`src/rtl/axi_stream_frame_mux.sv`:
```
// N-input AXI4-Stream video selector. Source changes only at SOF, so the downstream
// frame writer never sees a torn frame. One registered output stage, drop/frame counters.
module axi_stream_frame_mux #(
    parameter int DW       = 32,
    parameter int NUM_IN   = 4,
    parameter int SEL_W    = $clog2(NUM_IN),
    parameter int DRAIN_EN = 1,
    parameter int CNT_W    = 16
) (
    input  logic                 axi_clk_i,
    input  logic                 axi_rstn_i,
    input  logic [NUM_IN*DW-1:0] s_tdata_i,
    input  logic [NUM_IN-1:0]    s_tvalid_i,
    output logic [NUM_IN-1:0]    s_tready_o,
    input  logic [NUM_IN-1:0]    s_tlast_i,
    input  logic [NUM_IN-1:0]    s_tuser_i,
    output logic [DW-1:0]        m_tdata_o,
    output logic                 m_tvalid_o,
    input  logic                 m_tready_i,
    output logic                 m_tlast_o,
    output logic                 m_tuser_o,
    input  logic [SEL_W-1:0]     sel_i,
    output logic [SEL_W-1:0]     active_o,
    output logic                 sync_o,
    output logic [CNT_W-1:0]     frame_cnt_o,
    output logic [CNT_W-1:0]     drop_cnt_o,
    input  logic                 cnt_clr_i
);
    typedef enum logic {ST_SYNC = 1'b0, ST_PASS = 1'b1} state_t;

    localparam logic             DRAIN    = (DRAIN_EN != 0);
    localparam logic [SEL_W:0]   NUM_IN_W = (SEL_W+1)'(NUM_IN);

    state_t             r_state;
    state_t             w_state_nxt;
    logic [SEL_W-1:0]   r_req;
    logic [SEL_W-1:0]   r_active;
    logic [SEL_W-1:0]   w_active_nxt;
    logic [DW-1:0]      r_m_tdata;
    logic               r_m_tvalid;
    logic               r_m_tlast;
    logic               r_m_tuser;
    logic [CNT_W-1:0]   r_frame_cnt;
    logic [CNT_W-1:0]   r_drop_cnt;

    logic [DW-1:0]      w_data [NUM_IN];
    logic [NUM_IN-1:0]  w_drop_vec;
    logic               w_load;
    logic               w_act_valid;
    logic               w_act_user;
    logic               w_act_last;
    logic [DW-1:0]      w_act_data;
    logic               w_act_rdy;
    logic               w_act_drop;
    logic               w_fwd;
    logic               w_sel_ok;
    logic [CNT_W:0]     w_drop_sum;
    logic [CNT_W:0]     w_drop_ext;
    logic [CNT_W-1:0]   w_drop_nxt;

    for (genvar k = 0; k < NUM_IN; k++) begin : g_lane
        logic w_is_act;
        assign w_is_act       = (r_active == SEL_W'(k));
        assign w_data[k]      = s_tdata_i[k*DW +: DW];
        assign s_tready_o[k]  = w_is_act ? w_act_rdy : DRAIN;
        assign w_drop_vec[k]  = w_is_act ? w_act_drop : (DRAIN && s_tvalid_i[k]);
    end

    assign w_load      = !r_m_tvalid || m_tready_i;
    assign w_act_valid = s_tvalid_i[r_active];
    assign w_act_user  = s_tuser_i[r_active];
    assign w_act_last  = s_tlast_i[r_active];
    assign w_act_data  = w_data[r_active];
    assign w_sel_ok    = ({1'b0, sel_i} < NUM_IN_W);

    always_comb begin
        w_state_nxt  = r_state;
        w_active_nxt = r_active;
        w_act_rdy    = 1'b0;
        w_act_drop   = 1'b0;
        w_fwd        = 1'b0;
        unique case (r_state)
            ST_PASS: begin
                // A pending SOF on a stale source is held back; it becomes the new frame's
                // first beat only if the request flips back before it is consumed.
                if (w_act_user && (r_req != r_active)) begin
                    if (w_act_valid) begin
                        w_state_nxt  = ST_SYNC;
                        w_active_nxt = r_req;
                    end
                end else begin
                    w_act_rdy = w_load;
                    w_fwd     = w_act_valid && w_load;
                end
            end
            ST_SYNC: begin
                if (r_req != r_active) begin
                    w_active_nxt = r_req;
                end else if (!w_act_user) begin
                    w_act_rdy  = 1'b1;
                    w_act_drop = w_act_valid;
                end else begin
                    w_act_rdy = w_load;
                    w_fwd     = w_act_valid && w_load;
                    if (w_fwd) w_state_nxt = ST_PASS;
                end
            end
            default: w_state_nxt = ST_SYNC;
        endcase
    end

    always_comb begin
        w_drop_sum = '0;
        for (int k = 0; k < NUM_IN; k++)
            w_drop_sum = w_drop_sum + (CNT_W+1)'(w_drop_vec[k]);
        w_drop_ext = {1'b0, r_drop_cnt} + w_drop_sum;
        w_drop_nxt = w_drop_ext[CNT_W] ? '1 : w_drop_ext[CNT_W-1:0];
    end

    always_ff @(posedge axi_clk_i or negedge axi_rstn_i) begin
        if (!axi_rstn_i) begin
            r_state  <= ST_SYNC;
            r_active <= '0;
            r_req    <= '0;
        end else begin
            r_state  <= w_state_nxt;
            r_active <= w_active_nxt;
            if (w_sel_ok) r_req <= sel_i;
        end
    end

    always_ff @(posedge axi_clk_i or negedge axi_rstn_i) begin
        if (!axi_rstn_i) begin
            r_m_tvalid <= 1'b0;
            r_m_tdata  <= '0;
            r_m_tlast  <= 1'b0;
            r_m_tuser  <= 1'b0;
        end else if (w_load) begin
            r_m_tvalid <= w_fwd;
            if (w_fwd) begin
                r_m_tdata <= w_act_data;
                r_m_tlast <= w_act_last;
                r_m_tuser <= w_act_user;
            end
        end
    end

    always_ff @(posedge axi_clk_i or negedge axi_rstn_i) begin
        if (!axi_rstn_i) begin
            r_frame_cnt <= '0;
            r_drop_cnt  <= '0;
        end else if (cnt_clr_i) begin
            r_frame_cnt <= '0;
            r_drop_cnt  <= '0;
        end else begin
            if (r_m_tvalid && m_tready_i && r_m_tuser) r_frame_cnt <= r_frame_cnt + 1'b1;
            r_drop_cnt <= w_drop_nxt;
        end
    end

    assign m_tdata_o   = r_m_tdata;
    assign m_tvalid_o  = r_m_tvalid;
    assign m_tlast_o   = r_m_tlast;
    assign m_tuser_o   = r_m_tuser;
    assign active_o    = r_active;
    assign sync_o      = (r_state == ST_SYNC);
    assign frame_cnt_o = r_frame_cnt;
    assign drop_cnt_o  = r_drop_cnt;

endmodule

```
`config.mk`:
```
export PLATFORM = sky130hd
export DESIGN_NAME = axi_stream_frame_mux
export DESIGN_NICKNAME = d
export VERILOG_FILES = /design/src/rtl/axi_stream_frame_mux.sv
export SDC_FILE = /design/constraint.sdc
export NUM_CORES = 1
export LEC_CHECK = 0
export BUFFER_PORTS_ARGS = -buffer_cell sky130_fd_sc_hd__buf_2
export CAP_MARGIN = 20
export CORE_MARGIN = 2
export CORE_UTILIZATION = 36
export DETAILED_ROUTE_END_ITERATION = 6
export PLACE_DENSITY = 0.66
export SLEW_MARGIN = 20
export SYNTH_ARGS = -nofsm -noshare
export SYNTH_HDL_FRONTEND = slang
export SYNTH_SLANG_ARGS = --single-unit
```
`constraint.sdc`:
```
create_clock -name axi_clk_i -period 4.3 [get_ports axi_clk_i]
set_input_delay 0.215 -clock axi_clk_i [delete_from_list [all_inputs] [get_ports axi_clk_i]]
set_output_delay 0.215 -clock axi_clk_i [all_outputs]
set_load 0.02 [all_outputs]
```
==> flow_summary.json <==
{
  "crit_path_start_kind": "flip-flop",
  "synth_simple_gate_area_share_pct": 11.5,
  "finalHoldViolCount": 0,
  "fin_crit_sh_pct": 92.4,
  "ant_nets": 0,
  "muxShareOfSynthArea_pct": 29.7,
  "grt-ovfl-total": 0,
  "clk_path_buf_depth": 2,
  "synth_xor_area_share_pct": 4.01,
  "cp.arrival_ps": 4220,
  "cts_sinks": 72,
  "drc": 0,
  "required_ps": 4540,
  "fin_util_pct": 50.2,
  "clock_latency_ps": 330,
  "antenna_found_initial": 0,
  "synth-seq-cells": 72,
  "vias": 3677,
  "cp_max_fo": 11,
  "path_class": "reg -> reg",
  "h-tree-depth": 3,
  "synthesis.instances": 327,
  "synth_adder_area_share_pct": 2.05,
  "cellPowerDensity_mw_per_mm2": 623,
  "post-synth-top-count-cell": "dfrtp_1",
  "seq_area_frac_synth_pct": 43.5,
  "dieHeight_um": 111,
  "synth_top_family_by_area": "multiplexers",
  "synth-edff-count": 0,
  "grt_pass1_vias": 3963,
  "syn_nets": 478,
  "pre_cts_ws_ps": -162,
  "coreArea_sq_mm": 0.0113,
  "leakage_uw": 0.00268,
  "root_buffer": "clkbuf_16",
  "areaGrowthSynthToFinish_pct": 37.1,
  "synth_compound_area_share_pct": 6.13,
  "period_minus_slack_ps": 3970,
  "first_pass_iters": 4,
  "setup_viol": 0,
  "grtUsageTotal_pct": 19.5,
  "numPortBuffers": 219,
  "ys_warn_count": 0,
  "ys_types": 38,
  "rows": 39,
  "wl_per_cell_um": 16.5,
  "dp_hpwl_um": 8790,
  "final_nets": 698,
  "relSlewSlack_pct": 37.5,
  "drt-vias-per-instance": 5.30,
  "synth_top_area_share_pct": 43.5,
  "drv_cap": 0,
  "postRouteWirelength_um": 11500,
  "grt_pass1_wl_um": 19300,
  "syn_avg_cell_area_sq_um": 12.7,
  "end_kind": "flip-flop",
  "cts.clk_slew.worst_paths_ps": 60,
  "cts_tree": "yes",
  "rsz0062_at_grt": "false",
  "tightest_slew_ps": 937,
  "gp_congestion": 0.838,
  "synth_common_cells": "72 x dfrtp_1, 35 x mux4_2, 34 x mux2_2",
  "drtIter0Drc": 173,
  "ys_async_sr_fraction_pct": 100,
  "die-area_sq_mm": 0.0124,
  "synthFlopType": "dfrtp_1",
  "ys_top_cells_by_area": "dfrtp_1 43%, mux4_2 19%, mux2_2 9.2%, a21oi_1 2.4%, xor2_1 2.3%",
  "fillers": 1020,
  "worst_slack_ps": 326,
  "antenna_cells": 0,
  "worstHoldPathType": "in -> async",
  "maxSlewViolCount": 0,
  "dieWidth_um": 111,
  "io_pins": 220,
  "outcome": "complete, no violations",
  "netlist_area_sq_mm": 0.00415,
  "vdd_drop_max_v": 0.000315,
  "max_freq_ghz": 0.252,
  "drive_above_1_share_pct": 57.0,
  "start_util_pct": 36.6,
  "clock-skew-final_ps": 3.94,
  "grt_max_degree": 73,
  "cts_buffers": 9,
  "synth_top_area_cell": "dfrtp_1"
}
-- worst max-delay path, stage by stage, from the launching register on --
cell	delay [ps]
dfrtp_2	420
mux4_2	610
nor3_2	300
mux2i_1	150
fa_1	500
fa_1	450
inv_1	80
fa_1	240
nand3_1	180
nor4_2	410
nand4_1	180
buf_4	210
a21oi_1	150
-- per-stage QoR --
stage	hold WS, ps	power, uW	cell area, sq um	setup TNS, ps	instances
6_report	24.8	3540	5680	0	694
5_1_grt	110	3780	5680	0	694
4_1_cts	60.5	3550	5650	0	693
3_5_place_dp	324	2870	5350	-1590	674
3_3_place_gp	326	2830	5350	0	674
2_1_floorplan	-80.6	2380	4150	0	327
-- where the power goes --
part	internal (uW)	switching (uW)	leakage (uW)	total (uW)
clock network	403	265	0.000127	667
logic	904	931	0.00164	1830
registers	889	147	0.000913	1040
-- cell usage in the layout (no fill, tap or decap), drive strengths merged --
| master | instances |
|---|---|
| mux4 | 35 |
| mux2 | 35 |
| nand2b | 2 |
| nor2b | 4 |
| or2 | 1 |
| inv | 7 |
| dlygate4sd3 | 2 |
| or3 | 9 |
| a21oi | 21 |
| a31o | 1 |
| ha | 2 |
| and4 | 5 |
| buf | 226 |
| dfrtp | 72 |
| clkinv | 1 |
| o2111a | 1 |
| nand2 | 13 |
| mux2i | 5 |
| nor3 | 7 |
| a22o | 1 |
| xor2 | 11 |
| fa | 3 |
| o21ai | 13 |
| o2111ai | 1 |
| nand3 | 17 |
| o22a | 1 |
| xnor2 | 8 |
| a31oi | 3 |
| or4b | 1 |
| nor4 | 2 |
| and3 | 3 |
| nand4 | 7 |
| nor2 | 12 |
| a211oi | 1 |
| and2 | 4 |
| clkbuf | 14 |
-- layer usage --
layer	up-vias	track usage, %	part of all wire [%]
li1	1685	-	-
met3	18	6.18	5.8
met4	0	7.74	2.2
met2	120	32.3	50
met1	1854	23.9	42
met5	-	0	0
-- path summary, 6_finish.rpt --
check,start,end,slack (ps),cells after the start
min in group axi_clk_i,s_tdata_i[68],m_tdata_o[4],330,3
max in group asynchronous,axi_rstn_i,active_o[0],3610,1
max,active_o[0],drop_cnt_o[2],330,12
min reg2reg,m_tdata_o[12],m_tdata_o[12],500,1
min,axi_rstn_i,m_tdata_o[24],20,1
max reg2reg,active_o[0],drop_cnt_o[2],330,12
-- cell families after synthesis --
group / after synthesis
xor+xnor: 19
compound gates: 43
buf+inv: 26
simple gates: 87
fa+ha+maj: 5
flops: 72
mux: 75
-- flip-flops by register name (all words and copies together), names as in the netlist --
| signal | count |
|---|---|
| active_o | 2 |
| drop_cnt_o | 16 |
| frame_cnt_o | 16 |
| m_tdata_o | 32 |
| m_tlast_o | 1 |
| m_tuser_o | 1 |
| m_tvalid_o | 1 |
| r_req | 2 |
| r_state | 1 |
-- timing repair --
item	4_1_cts	5_1_grt
setup buffers	2	0
hold buffers	2	0
gates resized for setup	0	2
setup endpoints to repair	13	14
pin swaps	1	0
hold endpoints to repair	2	0
-- final cells by class --
cell class,instances,area (sq um),area share (%)
Multi-Input combinational cell,229,2220,39.1
Clock inverter,1,5.00,0.0880
Tap cell,143,179,3.15
Sequential cell,72,1800,31.7
Inverter,7,26.3,0.462
Clock buffer,14,254,4.47
Timing Repair Buffer,228,1190,21.0
Power figures use the tool's default switching activity.
